### config.mk
export PLATFORM = sky130hd
export DESIGN_NAME = alu_exec_unit
export DESIGN_NICKNAME = d
export VERILOG_FILES = /design/src/rtl/alu_exec_pkg.sv /design/src/rtl/alu_muldiv_seq.sv /design/src/rtl/alu_exec_unit.sv
export SDC_FILE = /design/constraint.sdc
export NUM_CORES = 1
export LEC_CHECK = 0
export CELL_PAD_IN_SITES_DETAIL_PLACEMENT = 1
export CELL_PAD_IN_SITES_GLOBAL_PLACEMENT = 2
export CORE_ASPECT_RATIO = 0.9
export CORE_MARGIN = 2
export CORE_UTILIZATION = 36
export DETAILED_ROUTE_END_ITERATION = 10
export PLACE_DENSITY = 0.79
export SLEW_MARGIN = 30
export SYNTH_ARGS = -nofsm -noshare
export SYNTH_HDL_FRONTEND = slang
export SYNTH_HIERARCHICAL = 1
export SYNTH_SLANG_ARGS = --single-unit
### constraint.sdc
create_clock -name Clk -period 4.75 [get_ports Clk]
set_input_delay 0.95 -clock Clk [delete_from_list [all_inputs] [get_ports Clk]]
set_output_delay 0.95 -clock Clk [all_outputs]
set_load 0.03 [all_outputs]
### src/rtl/alu_exec_pkg.sv
// Shared ALU control codes and execution-unit FSM state encoding.
// Users of the ALUControl decoder import this package for the same constants.
package alu_exec_pkg;

  localparam logic [3:0] AluAnd  = 4'b0000;
  localparam logic [3:0] AluOr   = 4'b0001;
  localparam logic [3:0] AluAdd  = 4'b0010;
  localparam logic [3:0] AluXor  = 4'b0100;
  localparam logic [3:0] AluMult = 4'b0101;
  localparam logic [3:0] AluSub  = 4'b0110;
  localparam logic [3:0] AluSlt  = 4'b0111;
  localparam logic [3:0] AluSll  = 4'b1000;
  localparam logic [3:0] AluSrl  = 4'b1001;
  localparam logic [3:0] AluSra  = 4'b1010;
  localparam logic [3:0] AluDiv  = 4'b1011;
  localparam logic [3:0] AluNor  = 4'b1100;

  typedef enum logic [1:0] {
    StIdle = 2'd0,
    StMul  = 2'd1,
    StDiv  = 2'd2,
    StDone = 2'd3
  } alu_state_e;

endpackage

### src/rtl/alu_muldiv_seq.sv
// Iterative signed multiply / restoring divide datapath, one bit per step.
// Operates on magnitudes; sign fix is applied combinationally on the final step.
// Divider logic exists only when ALU_EXEC_DIV_EN is defined.
module alu_muldiv_seq
  import alu_exec_pkg::*;
#(
  parameter int unsigned WIDTH = 32
) (
  input  logic             clk,
  input  logic             rst_n,
  input  logic             load,
`ifdef ALU_EXEC_DIV_EN
  input  logic             is_div,
`endif
  input  logic             step,
  input  logic [WIDTH-1:0] a,
  input  logic [WIDTH-1:0] b,
  output logic             last,
  output logic [WIDTH-1:0] res_hi,
  output logic [WIDTH-1:0] res_lo
);

  localparam int unsigned CntW = $clog2(WIDTH);

  logic [CntW-1:0]  count_q;
  logic [WIDTH-1:0] hi_q, lo_q, b_q;
  logic [WIDTH-1:0] hi_d, lo_d;
  logic             neg_res_q;
  logic [WIDTH:0]   sum;
  logic [2*WIDTH-1:0] prod;
`ifdef ALU_EXEC_DIV_EN
  logic             is_div_q, neg_a_q, b_zero_q;
  logic [WIDTH:0]   shifted, diff;
`endif

  function automatic logic [WIDTH-1:0] mag(input logic [WIDTH-1:0] x);
    return x[WIDTH-1] ? -x : x;
  endfunction

  // Load magnitudes/signs on acceptance, then advance one iteration per busy cycle
  always_ff @(posedge clk or negedge rst_n) begin
    if (!rst_n) begin
      count_q   <= '0;
      hi_q      <= '0;
      lo_q      <= '0;
      b_q       <= '0;
      neg_res_q <= 1'b0;
`ifdef ALU_EXEC_DIV_EN
      is_div_q  <= 1'b0;
      neg_a_q   <= 1'b0;
      b_zero_q  <= 1'b0;
`endif
    end else if (load) begin
      count_q   <= '0;
      hi_q      <= '0;
      lo_q      <= mag(a);
      b_q       <= mag(b);
      neg_res_q <= a[WIDTH-1] ^ b[WIDTH-1];
`ifdef ALU_EXEC_DIV_EN
      is_div_q  <= is_div;
      neg_a_q   <= a[WIDTH-1];
      b_zero_q  <= (b == '0);
`endif
    end else if (step) begin
      count_q <= count_q + 1'b1;
      hi_q    <= hi_d;
      lo_q    <= lo_d;
    end
  end

  // One iteration: shift-add for mult (hi=partial sum, lo=multiplier),
  // restoring subtract for div (hi=remainder, lo=dividend/quotient)
  always_comb begin
    sum  = {1'b0, hi_q} + (lo_q[0] ? {1'b0, b_q} : '0);
    hi_d = sum[WIDTH:1];
    lo_d = {sum[0], lo_q[WIDTH-1:1]};
`ifdef ALU_EXEC_DIV_EN
    shifted = {hi_q, lo_q[WIDTH-1]};
    diff    = shifted - {1'b0, b_q};
    if (is_div_q) begin
      hi_d = diff[WIDTH] ? shifted[WIDTH-1:0] : diff[WIDTH-1:0];
      lo_d = {lo_q[WIDTH-2:0], ~diff[WIDTH]};
    end
`endif
  end

  // Sign-fixed final result, registered by the top on the last step
  always_comb begin
    last = (count_q == CntW'(WIDTH - 1));
    prod = {hi_d, lo_d};
    if (neg_res_q) prod = -prod;
    res_hi = prod[2*WIDTH-1:WIDTH];
    res_lo = prod[WIDTH-1:0];
`ifdef ALU_EXEC_DIV_EN
    if (is_div_q) begin
      // Divide by zero: quotient all ones, remainder = A falls out naturally
      res_lo = b_zero_q ? '1 : (neg_res_q ? -lo_d : lo_d);
      res_hi = neg_a_q ? -hi_d : hi_d;
    end
`endif
  end

endmodule

### src/rtl/alu_exec_unit.sv
// ALU execution unit: single-cycle ops plus iterative signed mult/div with
// Ready/Busy/Done handshake. Divide support enabled by macro ALU_EXEC_DIV_EN.
module alu_exec_unit
  import alu_exec_pkg::*;
#(
  parameter int unsigned WIDTH = 32
) (
  input  logic             Clk,
  input  logic             Rst_n,
  input  logic             Start,
  input  logic [3:0]       ALU_Control,
  input  logic [WIDTH-1:0] A,
  input  logic [WIDTH-1:0] B,
  input  logic [4:0]       Shamt,
  output logic             Ready,
  output logic             Busy,
  output logic             Done,
  output logic [WIDTH-1:0] Result,
  output logic             Zero,
  output logic [WIDTH-1:0] HI,
  output logic [WIDTH-1:0] LO
);

  alu_state_e       state_q, state_d;
  logic [WIDTH-1:0] result_q, hi_q, lo_q, alu_res, seq_hi, seq_lo;
  logic             zero_q, accept, is_mult, is_div, seq_last;

  assign accept  = Ready & Start;
  assign is_mult = (ALU_Control == AluMult);
`ifdef ALU_EXEC_DIV_EN
  assign is_div  = (ALU_Control == AluDiv);
`else
  assign is_div  = 1'b0;
`endif

  alu_muldiv_seq #(
    .WIDTH (WIDTH)
  ) u_muldiv (
    .clk    (Clk),
    .rst_n  (Rst_n),
    .load   (accept & (is_mult | is_div)),
`ifdef ALU_EXEC_DIV_EN
    .is_div (is_div),
`endif
    .step   (Busy),
    .a      (A),
    .b      (B),
    .last   (seq_last),
    .res_hi (seq_hi),
    .res_lo (seq_lo)
  );

  // Single-cycle result; invalid codes (and 1011 without divider) yield zero
  always_comb begin
    alu_res = '0;
    case (ALU_Control)
      AluAnd:  alu_res = A & B;
      AluOr:   alu_res = A | B;
      AluAdd:  alu_res = A + B;
      AluXor:  alu_res = A ^ B;
      AluSub:  alu_res = A - B;
      AluSlt:  alu_res[0] = ($signed(A) < $signed(B));
      AluSll:  alu_res = B << Shamt;
      AluSrl:  alu_res = B >> Shamt;
      AluSra:  alu_res = WIDTH'($signed(B) >>> Shamt);
      AluNor:  alu_res = ~(A | B);
      default: alu_res = '0;
    endcase
  end

  // FSM state register
  always_ff @(posedge Clk or negedge Rst_n) begin
    if (!Rst_n) state_q <= StIdle;
    else        state_q <= state_d;
  end

  // FSM next-state logic
  always_comb begin
    state_d = state_q;
    unique case (state_q)
      StIdle: begin
        if (Start) begin
          if (is_mult)     state_d = StMul;
          else if (is_div) state_d = StDiv;
          else             state_d = StDone;
        end
      end
      StMul, StDiv: if (seq_last) state_d = StDone;
      StDone:       state_d = StIdle;
      default:      state_d = StIdle;
    endcase
  end

  // FSM outputs
  always_comb begin
    Ready = (state_q == StIdle);
    Busy  = (state_q == StMul) || (state_q == StDiv);
    Done  = (state_q == StDone);
  end

  // Output registers: single-cycle ops on acceptance, mult/div on final step
  always_ff @(posedge Clk or negedge Rst_n) begin
    if (!Rst_n) begin
      result_q <= '0;
      zero_q   <= 1'b1;
      hi_q     <= '0;
      lo_q     <= '0;
    end else if (accept && !(is_mult || is_div)) begin
      result_q <= alu_res;
      zero_q   <= (alu_res == '0);
    end else if (Busy && seq_last) begin
      hi_q     <= seq_hi;
      lo_q     <= seq_lo;
      result_q <= seq_lo;
      zero_q   <= (seq_lo == '0);
    end
  end

  assign Result = result_q;
  assign Zero   = zero_q;
  assign HI     = hi_q;
  assign LO     = lo_q;

endmodule

# Word-level counts from Yosys, hierarchy flattened
# Cells that the tools add are included.
dict set report totals {
  out_inout_bits 100
  input_bits 76
  wordCells 78
  ff_bits 201
}
dict set report op_classes {
  n_reduce_logical 13
  n_addsub 7
  muxes 20
  bitwise 8
  eq_ne 16
  shifts 3
  magnitude_cmp 1
}
# cell n
set ops {}
lappend ops {{32-bit two-way mux} 9}
lappend ops {{31-bit case mux with 9 select lines} 1}
lappend ops {{32-bit zero test} 2}
lappend ops {{64-bit two-way mux} 1}
lappend ops {{32-bit negation} 2}
lappend ops {{64-bit negation} 1}
lappend ops {{32-bit by 33-bit adder with 33-bit output} 1}
lappend ops {{32-bit adder} 1}
lappend ops {{32-bit AND} 1}
lappend ops {{32-bit less-than comparator} 1}
lappend ops {{32-bit NOT} 1}
lappend ops {{32-bit bitwise OR} 1}
lappend ops {{32-bit by 5-bit << shifter with 32-bit output} 1}
lappend ops {{32-bit by 5-bit right shift with 32-bit output} 1}
lappend ops {{32-bit by 5-bit >>> shifter with 32-bit output} 1}
lappend ops {{32-bit subtractor} 1}
lappend ops {{32-bit XOR} 1}
lappend ops {{4-bit by 3-bit == test with 1-bit output (second input constant)} 4}
lappend ops {{4-bit == test (second input constant)} 4}
lappend ops {{5-bit two-way mux} 2}
lappend ops {{1-bit case mux with 10 select lines} 1}
lappend ops {{2-bit two-way mux} 3}
lappend ops {{2-bit case mux with 3 select lines} 1}
lappend ops {{5-bit by 1-bit adder with 5-bit output (second input constant)} 1}
lappend ops {{18 further kinds} 25}

# Longest topological paths before layout
# Gate-level depths: netlist of the first run.
dict set report logic_depth {
  depth_word 7
  depth_mapped 16
  mapped_depth_nobuf 14
}

# By module
# Netlist of the first run, hierarchy kept.
# mod instances seq_area_each_um2 area_per_inst_um2 cells_each
set modules_own_cells {}
lappend modules_own_cells {alu_exec_unit 1 2478.6 15078.2 2025}
lappend modules_own_cells {alu_muldiv_seq 1 2552.4 9177.6 1114}

# Least setup slack after synthesis of the first run
# No wires, ideal clock.
dict set report synth_timing {
  path_type {input port to flip-flop}
  from {in B[9]}
  to {reg zero_q (netlist: Zero)}
  path_buffers 2
  t_arrival_ps 4572
  t_required_ps 4653
  setup_ps 97
  stages 15
  setup_slack_ps 81
  cell_sequence {clkbuf_1 -> inv_1 -> ha_1 -> or2_1 -> buf_6 -> or3_4 -> a2111oi_4 -> o31ai_2 -> nor4b_4 -> or4_4 -> a211oi_2 -> a31o_1 -> o211ai_1 -> or4_1 -> o41ai_2}
}
dict set report synth_via {
  elab_chain_len 5
}
# element line
set synth_rtl {}
lappend synth_rtl {{from (decl)} alu_exec_unit.sv:13} ;# input logic [WIDTH-1:0] B,
lappend synth_rtl {{parallel branches: the longest is 3 deep, another holds 32-bit subtractor} -}
lappend synth_rtl {{32-bit zero test *} alu_exec_unit.sv:110} ;# zero_q <= (alu_res == '0);
lappend synth_rtl {{1-bit two-way mux *} alu_exec_unit.sv:108} ;# end else if (accept && !(is_mult || is_div)) begin
lappend synth_rtl {{to (signal assigned)} alu_exec_unit.sv:110}
lappend synth_rtl {{to (signal assigned)} alu_exec_unit.sv:115} ;# zero_q <= (seq_lo == '0);
lappend synth_rtl {{to (decl)} alu_exec_unit.sv:26} ;# logic zero_q, accept, is_mult, is_div, seq_last;
# Every way passes the cells marked *.
# A chain may end at the register's enable or synchronous reset.

# Final worst setup path of the first run
dict set report layout_timing {
  from {in B[14]}
  to {reg zero_q (netlist: Zero)}
}
# Same word-level chain as after synthesis.

==> flow_summary.toml, run 1 <==
[floorplanning]
start_util_pct = 36.3
fp.dieH_um = 250
fp.dieW_um = 278
rows = 90
io_pins = 176
dieArea_mm2 = 0.0695
core_mm2 = 0.0669

[power_and_ir_drop]
pwr-share-seq_pct = 20.9
power_frac_comb_pct = 64.9
finalPower_mw = 15.6
power_switching_mw = 7.67
pwr_density_cell_mw_per_mm2 = 460
p_clk_share_pct = 14.2
leakagePower_nw = 15.5
p_int_mw = 7.89
max-vdd-ir-drop_uv = 339
swShare_pct = 49.3

[routing]
vias_per_cell = 6.22
dr.max_layer_used = "met5"
wl_met3_um = 10200
vias = 29600
met1_length_um = 60800
drt-total-wl_um = 141000
drt_iter0_markers = 2587
wl_met2_um = 63000
first_pass_iters = 5
ant_nets = 0
wl_per_cell_um = 29.7
drc = 0

[final_layout]
drive_gt1_share_pct = 26.9
antenna_cells = 0
design_area_mm2 = 0.0338
area_delta_synth_final_pct = 39.5
nNetsFinal = 4092
fin_util_pct = 50.6

[place]
placed_area_mm2 = 0.0321
pre_cts_ws_ns = -0.968
dp_hpwl_um = 116000
io_buffer_count = 175
place_congestion = 1.05

[timing]
finalSetupViolations = 0
whs_ns = 0.457
hold_violations = 0
relSlewSlack_pct = 28.9
drv_slew = 0
rsz0062_at_grt = "true"
min_period_ns = 4.72
finalCritPeriodShare_pct = 99.3
timing.final.ws_setup_ns = 0.0322
clock-skew-final_ns = 0.0259
clock.fmax_mhz = 212
worstMarginPinSlew_ns = 1.05

[worst_setup_path]
crit_path_start_kind = "input port"
cpLargestDelayFamily = "simple AND/OR/NAND/NOR gates"
end_kind = "flop"
slowest_delay_ns = 0.57
critPathRequiredTime_ns = 5.22
slowest_stage = "or4_4"
worst_ep_arrival_time_ns = 5.19
worstPathMaxFanout = 9
cp_num_buf_inv = 4
crit_chain = "clkdlybuf4s50_1, buf_4, buf_4, mux2_2, mux4_2, a22o_1, nand2_1, o211a_1, nand4_1, or4_4, nor4_4, buf_4, nand4_1, or4_4, o41ai_4"
path_common_cell = "buf_4"
critPathKind = "in -> reg"

[yosys]
ys_ff_latch = 201
synthDistinctLibCells = 103
yosysTopAreaCell = "dfrtp_1"
synth_area_mm2 = 0.0243
ys.flop_type = "dfrtp_1"
yosysMostFrequentCell = "nand2_1"
synth_async_sr_flop_share_pct = 100
synth_common_cells = "nand2_1 (457), nor2_1 (247), dfrtp_1 (200)"
synth_fp_nets = 3367
synth_top_area_share_pct = 20.6
yosysWarnings = 6
synthCells = 3139
synth-edff-count = 0
syn_area_per_cell_um2 = 7.73
synthTopCellsByArea = "dfrtp_1 (21%), ha_1 (7.7%), mux2i_1 (7.1%)"
synth_seq_area_share_pct = 20.7

[outcome]
status = "complete, no violations"

[grt]
grt_pass1_vias = 30200
grt_pass1_wl_um = 206000
grt.total_usage_pct = 39.2
grt_overflow_total = 0
antenna_found_initial = 4
grt_start_max_net_pins = 104

[clock_tree]
clk_pin_slew_ns = 0.07
clock_latency_ns = 0.57
cts_buffers = 26
cts_hold_buf = 0
cts_htree_levels = 1
clockRootBuffer = "clkbuf_16"
cts_sinks = 201
cts_tree = "yes"
cts_buffer_depth = 3

[hold_path]
hold_class = "in -> async"

[run]
maxCapViolCount = 0
metal layers:
metal / global-route usage, % / vias to the layer above
li1: - / 13000
met1: 53.2 / 15100
met2: 63.0 / 1251
met3: 4.96 / 273
met4: 16.3 / 2
met5: 0 / -
final cells by class:
type / instances / area, um^2
well taps: 874 / 1090
multi-input cells: 2572 / 18400
fillers: 8114 / 33100
clock inverters: 13 / 200
repair buffers: 936 / 7870
inverters: 127 / 480
flip-flops and latches: 201 / 5030
clock buffers: 34 / 732
metrics by stage:
| stage | setup TNS [ns] | std cells |
|---|---|---|
| after CTS | 0 | 4746 |
| after global routing | -0.389 | 4757 |
| after global placement | -5.93 | 4698 |
| after detailed placement | -7.35 | 4698 |
| after floorplan | 0 | 3139 |
| final | 0 | 4757 |
path summary, 6_finish.rpt:
path / start / to / slack [ns] / depth (start not counted)
min in group Clk: HI[26] / HI[26] / 0.48 / 2
max: B[14] / Zero / 0.03 / 15
max in group asynchronous: Rst_n / Zero / 3.21 / 2
max reg2reg: u_muldiv/lo_q[0] / HI[24] / 0.18 / 15
min: Rst_n / HI[13] / 0.46 / 1
min reg2reg: HI[26] / HI[26] / 0.48 / 2
power groups by stage:
stage	sequential, mW	clock, mW	combinational, mW
CTS	3.23	2.23	9.84
global route	3.34	2.29	10.7
floorplan	3.70	0	5.23
detailed placement	3.25	0	9.71
global placement	3.17	0	9.40
finish	3.25	2.21	10.1
cell usage in the layout, fill, tap and decap left out, drive strengths merged, types with 63 or more instances in the layout:
cell and count:
buf 768, nand2 457, nor2 247, dfrtp 200, a21oi 183, o21ai 179, mux2i 172, ha 149
clkdlybuf4s50 130, inv 126, xnor2 104, nand3 63
state kept, by name, summed over array words and instances (netlist names):
signal,count
u_muldiv/hi_q,32
state_q,2
u_muldiv/b_q,32
Result,32
u_muldiv/lo_q,32
u_muldiv/count_q,5
LO,32
u_muldiv/neg_res_q,1
Zero,1
HI,32
what timing repair did:
item                                    4_1_cts  5_1_grt
cloned                                        0        0
endpoints found under the setup margin        3        7
buffers inserted                              1       12
gates resized for setup                      44      144
pin swaps                                    12       39
cell families (layout without fill, tap and decap cells):
kind of cell	count (synthesis)	after routing	synth area share [%]
muxes	239	239	12.0
xor gates and xnor gates	147	147	5.31
DFF	201	201	20.7
AOI/OAI and AO/OA	877	877	24.9
and+or+nand+nor	1157	1157	23.0
adders and majority gates	152	152	7.93
buffers and inverters	366	1110	6.11
Note: power is estimated with default switching activity, not from simulation.
==> run 2, diff against run 1 <==
==> constraint.sdc (replaced) <==
create_clock -name Clk -period 4.65 [get_ports Clk]
set_input_delay 0.93 -clock Clk [delete_from_list [all_inputs] [get_ports Clk]]
set_output_delay 0.93 -clock Clk [all_outputs]
set_load 0.03 [all_outputs]
==> run 2 against run 1 <==
Compared with the run above:
- the run now ends with setup timing left
- utilization fell by 0.34 points
- final area fell by 0.67%
- non-clock buffer count rose by 38
- highest routed layer is now met4
==> flow_summary.toml, run 2 (synthesized netlist as in run 1, its figures left out) <==
[routing]
ant_nets = 0
drt_iter0_markers = 2598
drt-total-wl_um = 139000
wl_per_cell_um = 29.0
vias_per_cell = 6.14
vias = 29400
first_pass_iters = 5
drc = 0

[timing]
min_period_ns = 4.76
clock-skew-final_ns = 0.0358
tns_ns = -0.111
drv_slew = 0
relSlewSlack_pct = 35.0
worstMarginPinSlew_ns = 0.972
finalCritPeriodShare_pct = 102
clock.fmax_mhz = 210
rsz0062_at_grt = "true"
timing.final.ws_setup_ns = -0.111
finalSetupViolations = 1
hold_violations = 0

[worst_setup_path]
critPathKind = "in -> reg"
cp_num_buf_inv = 7
path_common_cell = "buf_4"
crit_chain = "clkdlybuf4s50_1, inv_1, ha_1, buf_4, a21oi_1, o21ai_1, buf_4, a31oi_1, buf_4, o221ai_1, nor3_2, buf_4, nand4_1, nor4_2, buf_4, nand4_1, or4_4, o41ai_4"
end_kind = "flop"
critPathRequiredTime_ns = 5.11
cpLargestDelayFamily = "buffers and inverters"
crit_path_start_kind = "input port"
worstPathMaxFanout = 5
worst_ep_arrival_time_ns = 5.23
slowest_delay_ns = 0.46
slowest_stage = "or4_4"

[final_layout]
fin_util_pct = 50.2
final_common_cell = "buf_4"
mostFrequentLayoutCells = "buf_4 (773), nand2_1 (456), nor2_1 (244)"
drive_gt1_share_pct = 26.5
area_delta_synth_final_pct = 38.5
nNetsFinal = 4127
instances_no_fill = 4789
n_fill_cell = 8179

[power_and_ir_drop]
pwr_density_cell_mw_per_mm2 = 455
max-vdd-ir-drop_uv = 355
leakagePower_nw = 15.3
finalPower_mw = 15.3

[grt]
grt.total_usage_pct = 38.7
grt_pass1_vias = 30400
grt_start_max_net_pins = 106
grt_pass1_wl_um = 203000
antenna_found_initial = 1
grt_overflow_total = 0

[floorplanning]
rows = 90
core_mm2 = 0.0669
fp.dieW_um = 278
io_pins = 176
start_util_pct = 36.3
dieArea_mm2 = 0.0695
fp.dieH_um = 250

[clock_tree]
cts_buffers = 23
cts_sinks = 201
cts_tree = "yes"
cts_htree_levels = 1
clk_pin_slew_ns = 0.09
cts_hold_buf = 0
cts_buffer_depth = 3
clockRootBuffer = "clkbuf_16"
clock_latency_ns = 0.56

[run]
maxCapViolCount = 0

[place]
placedCellCount = 4736
io_buffer_count = 175
dp_hpwl_um = 115000
place_congestion = 1.03
pre_cts_ws_ns = -1.19

[outcome]
violations = "setup timing"
status = "finished with violations"

[hold_path]
hold_class = "in -> async"
## run 2: where the power goes
part / total [mW] / leakage [nW] / internal, mW / switching (mW)
sequential: 3.21 / 2.51 / 2.57 / 0.643
combinational: 10.3 / 12.5 / 4.11 / 6.14
clock: 1.83 / 0.358 / 1.03 / 0.802
total: 15.3 / 15.3 / 7.71 / 7.59
## run 2: worst paths after layout
kind,from,slack [ns],depth (start not counted),end
worst max-delay path,B[14],-0.11,18,Zero
worst min-delay path,Rst_n,0.46,1,HI[18]
worst max register to register,u_muldiv/lo_q[0],0.17,13,HI[29]
worst min register to register,LO[9],0.47,2,LO[9]
max in group asynchronous,Rst_n,3.13,2,Result[20]
min in group Clk,LO[9],0.47,2,LO[9]
## run 2: layout make-up
class	instances	area [um^2]	share of cell area [%]
tap	874	1090	3.25
clock inverter	11	125	0.372
antenna	2	5.00	0.0149
sequential	201	5030	15.0
multi-input combinational	2572	18200	54.3
clock buffer	28	594	1.77
timing repair buffer	974	8030	23.9
inverter	127	477	1.42
## run 2: worst register-to-register path, stage by stage, from the launching register on
cell     delay (ns)
dfrtp_1        0.42
and2_1         0.17
ha_1           0.21
fa_1           0.51
nor4_2         0.40
nand4_1        0.29
or4_4          0.62
nor2_1         0.10
or4b_4         0.51
or4b_4         0.61
o41ai_2        0.26
xnor2_1        0.15
nand2_1        0.07
nand2_1        0.08
## run 2: through the flow
stage / instance area (um^2) / hold WS, ns
after global placement: 32400 / 0.457
after global routing: 33600 / 0.503
final: 33600 / 0.455
after detailed placement: 32400 / 0.463
after floorplan: 24300 / 0.473
after CTS: 33400 / 0.476
## run 2: metal layers
metal	global-route usage, %	up-vias	wire [um]
li1	-	13100	-
met2	63.5	1253	63000
met4	18.4	0	7460
met5	0	-	0
met1	50.1	14800	58600
met3	5.74	284	9700
## run 2: what timing repair did
item                       CTS  global route
gates resized for setup     71            34
setup endpoints to repair    7            11
setup buffers                7             4
pin swaps                   17            15
